$ cat config.mk
export PLATFORM = sky130hd
export DESIGN_NAME = prim_edn_prefetch
export DESIGN_NICKNAME = d
export VERILOG_FILES = /design/src/rtl/prim_edn_prefetch_pkg.sv /design/src/rtl/prim_edn_prefetch_buf.sv /design/src/rtl/prim_edn_prefetch.sv
export SDC_FILE = /design/constraint.sdc
export NUM_CORES = 1
export LEC_CHECK = 0
export ABC_AREA = 1
export BUFFER_PORTS_ARGS = -buffer_cell sky130_fd_sc_hd__buf_4
export CAP_MARGIN = 20
export CORE_MARGIN = 5
export CORE_UTILIZATION = 54
export DETAILED_ROUTE_END_ITERATION = 6
export GPL_TIMING_DRIVEN = 0
export PLACE_DENSITY = 0.84
export SYNTH_ARGS = -nofsm -noshare
export SYNTH_HDL_FRONTEND = slang
export SYNTH_HIERARCHICAL = 1
export SYNTH_SLANG_ARGS = --single-unit
$ cat constraint.sdc
create_clock -name clk_i -period 9.6 [get_ports clk_i]
set_input_delay 1.44 -clock clk_i [delete_from_list [all_inputs] [get_ports clk_i]]
set_output_delay 1.44 -clock clk_i [all_outputs]
set_load 0.05 [all_outputs]
$ cat src/rtl/prim_edn_prefetch_pkg.sv
// Shared types and helpers for the EDN prefetch buffer.
//
// fetch_state_e : states of the upstream fetch FSM.
// entry_t       : {fips, data} record for the default 128-bit entropy word.
//                 Modules parameterised on Width build the same layout locally.
// lvl_width()   : bit width needed to hold a fill level of 0..depth.
package prim_edn_prefetch_pkg;

  localparam int unsigned DefaultWidth = 128;

  typedef enum logic [1:0] {
    IDLE    = 2'd0,
    REQ     = 2'd1,
    DISCARD = 2'd2
  } fetch_state_e;

  typedef struct packed {
    logic                    fips;
    logic [DefaultWidth-1:0] data;
  } entry_t;

  function automatic int unsigned lvl_width(input int unsigned depth);
    return $clog2(depth + 1);
  endfunction

endpackage

$ cat src/rtl/prim_edn_prefetch_buf.sv
// Circular buffer of Depth entries, each {fips, data} packed into EntryW bits.
//
// Ports:
//   clk_i, rst_i : clock and asynchronous active-high reset
//   push_i       : write wdata_i at the tail this cycle
//   wdata_i      : entry to write
//   pop_i        : drop the head entry this cycle
//   clr_i        : empty the buffer; wins over push and pop
//   cnt_o        : number of stored entries
//   head_o       : entry at the read pointer (not masked; caller checks cnt_o)
//
// The fill level is an explicit counter so non-power-of-2 depths work.
// Storage is not reset; only pointers and count are.
module prim_edn_prefetch_buf
  import prim_edn_prefetch_pkg::*;
#(
  parameter int unsigned EntryW = 129,
  parameter int unsigned Depth  = 2
) (
  input  logic                           clk_i,
  input  logic                           rst_i,
  input  logic                           push_i,
  input  logic [EntryW-1:0]              wdata_i,
  input  logic                           pop_i,
  input  logic                           clr_i,
  output logic [lvl_width(Depth)-1:0]    cnt_o,
  output logic [EntryW-1:0]              head_o
);

  localparam int unsigned CntW = lvl_width(Depth);
  localparam int unsigned PtrW = (Depth > 1) ? $clog2(Depth) : 1;

  logic [EntryW-1:0] mem_q [Depth];
  logic [EntryW-1:0] mem_d [Depth];
  logic [PtrW-1:0]   wptr_q, wptr_d;
  logic [PtrW-1:0]   rptr_q, rptr_d;
  logic [CntW-1:0]   cnt_q, cnt_d;

  always_comb begin
    mem_d  = mem_q;
    wptr_d = wptr_q;
    rptr_d = rptr_q;
    cnt_d  = cnt_q;
    if (clr_i) begin
      wptr_d = '0;
      rptr_d = '0;
      cnt_d  = '0;
    end else begin
      if (push_i) begin
        mem_d[wptr_q] = wdata_i;
        wptr_d = (wptr_q == PtrW'(Depth - 1)) ? '0 : wptr_q + PtrW'(1);
      end
      if (pop_i) begin
        rptr_d = (rptr_q == PtrW'(Depth - 1)) ? '0 : rptr_q + PtrW'(1);
      end
      unique case ({push_i, pop_i})
        2'b10:   cnt_d = cnt_q + CntW'(1);
        2'b01:   cnt_d = cnt_q - CntW'(1);
        default: cnt_d = cnt_q;
      endcase
    end
  end

  always_ff @(posedge clk_i or posedge rst_i) begin
    if (rst_i) begin
      wptr_q <= '0;
      rptr_q <= '0;
      cnt_q  <= '0;
    end else begin
      wptr_q <= wptr_d;
      rptr_q <= rptr_d;
      cnt_q  <= cnt_d;
    end
  end

  // Data storage carries no reset.
  always_ff @(posedge clk_i) begin
    mem_q <= mem_d;
  end

  assign cnt_o  = cnt_q;
  assign head_o = mem_q[rptr_q];

endmodule

$ cat src/rtl/prim_edn_prefetch.sv
// EDN prefetch stage: keeps up to Depth entropy words buffered so consumers
// get a word with zero extra latency instead of waiting for an EDN round trip.
//
// Ports:
//   clk_i, rst_i           : clock, asynchronous active-high reset
//   edn_req_o              : registered request to the upstream gadget
//   edn_ack_i              : one-cycle ack; edn_data_i/edn_fips_i valid with it
//   edn_data_i, edn_fips_i : entropy word and its FIPS flag
//   rd_req_i               : consumer request (level)
//   rd_ack_o               : word consumed this cycle
//   rd_data_o, rd_fips_o   : head word and flag, zero when empty
//   flush_i                : drop buffered and in-flight entropy
//   lvl_o                  : number of buffered words
//   fips_err_o             : pulse after a non-FIPS word was rejected
//
// Handshakes: upstream, edn_req_o rises and stays high until the cycle
// edn_ack_i is seen; data transfers in that ack cycle. Downstream, a word
// transfers in every cycle where rd_req_i and rd_ack_o are both high.
module prim_edn_prefetch
  import prim_edn_prefetch_pkg::*;
#(
  parameter int unsigned Width         = 128,
  parameter int unsigned Depth         = 2,
  parameter bit          RejectNonFips = 1'b0
) (
  input  logic                        clk_i,
  input  logic                        rst_i,
  output logic                        edn_req_o,
  input  logic                        edn_ack_i,
  input  logic [Width-1:0]            edn_data_i,
  input  logic                        edn_fips_i,
  input  logic                        rd_req_i,
  output logic                        rd_ack_o,
  output logic [Width-1:0]            rd_data_o,
  output logic                        rd_fips_o,
  input  logic                        flush_i,
  output logic [lvl_width(Depth)-1:0] lvl_o,
  output logic                        fips_err_o
);

  localparam int unsigned LvlW = lvl_width(Depth);

  typedef struct packed {
    logic             fips;
    logic [Width-1:0] data;
  } word_t;

  fetch_state_e    state_q, state_d;
  logic            edn_req_q, edn_req_d;
  logic            fips_err_q, fips_err_d;
  logic            push, pop;
  logic [LvlW-1:0] cnt;
  word_t           wdata, head;

  always_comb begin
    state_d    = state_q;
    fips_err_d = 1'b0;
    push       = 1'b0;
    unique case (state_q)
      IDLE: begin
        if ((cnt < LvlW'(Depth)) && !flush_i) state_d = REQ;
      end
      REQ: begin
        if (edn_ack_i) begin
          state_d = IDLE;
          // A flush landing with the ack drops the word.
          if (!flush_i) begin
            if (RejectNonFips && !edn_fips_i) fips_err_d = 1'b1;
            else                              push       = 1'b1;
          end
        end else if (flush_i) begin
          // The request cannot be withdrawn; wait for its ack and drop it.
          state_d = DISCARD;
        end
      end
      DISCARD: begin
        if (edn_ack_i) state_d = IDLE;
      end
      default: state_d = IDLE;
    endcase
    edn_req_d = (state_d == REQ) || (state_d == DISCARD);
  end

  always_ff @(posedge clk_i or posedge rst_i) begin
    if (rst_i) begin
      state_q    <= IDLE;
      edn_req_q  <= 1'b0;
      fips_err_q <= 1'b0;
    end else begin
      state_q    <= state_d;
      edn_req_q  <= edn_req_d;
      fips_err_q <= fips_err_d;
    end
  end

  assign wdata.fips = edn_fips_i;
  assign wdata.data = edn_data_i;

  prim_edn_prefetch_buf #(
    .EntryW (Width + 1),
    .Depth  (Depth)
  ) u_buf (
    .clk_i   (clk_i),
    .rst_i   (rst_i),
    .push_i  (push),
    .wdata_i (wdata),
    .pop_i   (pop),
    .clr_i   (flush_i),
    .cnt_o   (cnt),
    .head_o  (head)
  );

  // Flush masks the ack so a consumer never takes a word being discarded.
  assign pop        = rd_req_i && (cnt != '0) && !flush_i;
  assign rd_ack_o   = pop;
  assign rd_data_o  = (cnt != '0) ? head.data : '0;
  assign rd_fips_o  = (cnt != '0) ? head.fips : 1'b0;
  assign lvl_o      = cnt;
  assign edn_req_o  = edn_req_q;
  assign fips_err_o = fips_err_q;

  a_req_stable : assert property (@(posedge clk_i) disable iff (rst_i)
    (edn_req_o && !edn_ack_i) |=> edn_req_o);

  a_no_overflow : assert property (@(posedge clk_i) disable iff (rst_i)
    push |-> (cnt != LvlW'(Depth)));

  a_ack_with_req : assert property (@(posedge clk_i) disable iff (rst_i)
    edn_ack_i |-> edn_req_o);

endmodule
==> summary.txt <==
Run status
  – Status: finished, final reports clean

Die
  – Core ar.: 0.0203 sq mm
  – Die height: 154 microns
  – Row count: 52
  – Die width: 154 microns
  – I/O pin count: 268
  – Starting Density: 54.9%
  – DIE AREA: 0.0236 sq mm

Synth
  – Mapped Cells: 732
  – Ys Warns: 6
  – Syn_nets: 866
  – Seq/Total Area, Yosys: 71.2%
  – Cell Area, Synth: 0.0111 sq mm
  – Yosys reg bits: 265
  – Post-synth cell types: 19
  – Mapped Avg Cell Area: 15.2 sq um

Timing
  – Share of the clock period used by the worst path: 39.7%
  – Worst hold slack: 0.588 ns
  – Setup-failing EPs final: 0
  – Sum of negative setup slack: 0 ns
  – Worst Tran Pin Value: 0.567 ns
  – Unrepaired setup endpoints after global routing: no
  – Clock Skew: 0.0203 ns
  – Tmin final: 3.81 ns
  – Max-slew violations: 0
  – Max-slew headroom: 62.1%
  – Final Hold Violating Endpoints: 0
  – FMAX: 263 MHz

Cells and area
  – Most frequent cells in the layout: buf_4 (277), edfxtp_1 (258), inv_1 (142), nor2_1 (132), mux2_4 (88)
  – Layout fillers: 1334
  – Synth-to-layout area growth: 30.1%
  – Fraction of layout cells with a size suffix above 1: 45.0%
  – Final #Nets: 1171
  – Antenna cells: 0
  – Most common cell after layout, fill and taps aside: buf_4
  – Final cell count without fillers: 1324
  – Fin util: 71.4%

Worst setup path
  – Setup crit start kind: input port
  – Most frequent CP cell: buf_4
  – Largest stage delay, worst path: 0.48 ns
  – CP Cell Sequence: buf_4 -> nor3b_1 -> buf_4
  – R2R depth: 5
  – Worst Path Required: 8.16 ns
  – Worst path arrival time: 2.37 ns
  – Critical path capture point type: primary output
  – Worst setup path class: in -> out
  – Worst Path Max Fanout: 5
  – Critical-path top delay cell: nor3b_1

Global route
  – Initial antenna violation count: 0
  – Largest net degree at the start of global routing: 28
  – First-pass GRT wire length: 37.6 mm
  – Number of global-route vias before repair: 6847
  – Total GRT Usage: 20.1%
  – Total grt overflow: 0

Place
  – Dpl hpwl: 17.2 mm
  – Port bufs: 266
  – Routability congestion estimate: 0.767
  – Placed instance count: 1278

Clocking
  – Post-CTS Hold Buffers: 0
  – Clock Sinks: 265
  – CTS tree: yes
  – Worst-Skew Late Latency: 0.52 ns
  – Setup bufs post-CTS: 0
  – CTS H-Tree Depth: 1
  – CTS buffer count: 27
  – Cts repair resizes: 0
  – Root buffer cell: clkbuf_16
  – Clk slew on worst S/H paths: 0.06 ns
  – Maximum clock insertion buffer count: 3

Power and ir drop
  – Sequential Power Share: 44.3%
  – Max VDD drop: 0.177 mV
  – Sw Pwr: 0.000868 W
  – Leakage power: 6.24 nW
  – PwrDens: 201 mW/mm^2
  – Tot Pwr: 0.00292 W
  – Comb power frac: 23.3%
  – Clk network pwr share: 32.4%
  – Switching part of the total power: 29.8%
  – Pint: 0.00205 W

Routing
  – Antenna viol nets, final: 0
  – Remaining DRCs: 0
  – Avg Vias per Cell: 4.88
  – Avg WL per Cell: 18.5 microns
  – Iter 0 DRT Violations: 319
  – Vias: 6465
  – TritonRoute pass-1 iters: 4
  – WL final: 24.5 mm

Run
  – Max Cap Viol: 0

Worst hold path
  – Worst min path class: reg -> reg
  – Hold Path Depth: 1
-- state kept, by name, summed over array words and instances (netlist names) --
signal	flops
u_buf/rptr_q	1
u_buf/mem_q	258
u_buf/cnt_o	2
edn_req_o	1
u_buf/wptr_q	1
state_q	2
-- worst max-delay path, delay by kind of cell --
| family | cells | cell delay [ns] |
|---|---|---|
| and+or+nand+nor | 1 | 0.48 |
| buffers and inverters | 2 | 0.44 |
-- synth_stat cells (all sizes together) --
library cell	count	area, sq um
a21oi	1	5.00
buf	30	250
conb	1	3.75
dfrtp	7	175
edfxtp	258	7750
inv	142	533
mux2	129	1780
nand2	18	67.6
nand3	5	25.0
nand4	2	12.5
nor2	135	509
nor3	1	5.00
nor3b	1	7.51
o21ai	2	10.0
-- final cells by class --
cell class	instances	area (sq um)	share of cell area, %
inverter	142	533	3.68
tap	270	338	2.33
multi-input combinational	295	2440	16.9
buffer	30	250	1.73
sequential	265	7920	54.7
timing repair buffer	276	2210	15.3
clock buffer	33	698	4.82
clock inverter	13	91.3	0.630
-- power groups by stage --
stage | logic [W] | clock network [W] | registers, W
after floorplan | 0.000443 | 0 | 0.00133
after global placement | 0.000671 | 0 | 0.00132
after detailed placement | 0.000683 | 0 | 0.00132
after CTS | 0.000686 | 0.000968 | 0.00129
after global routing | 0.000711 | 0.00103 | 0.00129
final | 0.000680 | 0.000944 | 0.00129
-- through the flow --
step | setup WS, ns | cell area [sq um]
after global placement | -1.60 | 13500
after global routing | 5.74 | 14500
after CTS | 5.80 | 14500
after detailed placement | 5.80 | 13700
final | 5.79 | 14500
after floorplan | 1.72 | 11100
-- metal layers --
metal	wire length (microns)	track usage, %	share of wire (%)
met1	9340	24.3	38
met2	12600	35.9	52
met3	1780	4.78	7.3
met4	744	6.22	3.0
met5	0	0	0
-- kinds of logic after synthesis --
family          count (synthesis)  synth area share, %
flops                         265                 71.2
buf+inv                       172                 7.03
simple gates                  162                 5.63
mux                           129                 16.0
compound gates                  3                0.135
other cells                     1               0.0337
-- worst paths after layout --
path / from / to / slack [ns]
worst max-delay path: flush_i / rd_ack_o / 5.79
worst min-delay path: u_buf/wptr_q$_DFFE_PP0P_ / u_buf/wptr_q$_DFFE_PP0P_ / 0.59
worst max register to register: state_q[1]$_DFF_PP0_ / u_buf/mem_q[193]$_DFFE_PP_ / 7.26
worst min register to register: u_buf/wptr_q$_DFFE_PP0P_ / u_buf/wptr_q$_DFFE_PP0P_ / 0.59
max in group asynchronous: rst_i / u_buf/cnt_o[1]$_DFFE_PP0P_ / 8.61
min in group asynchronous: rst_i / state_q[0]$_DFF_PP0_ / 0.80
Note: power is estimated with default switching activity, not from simulation.
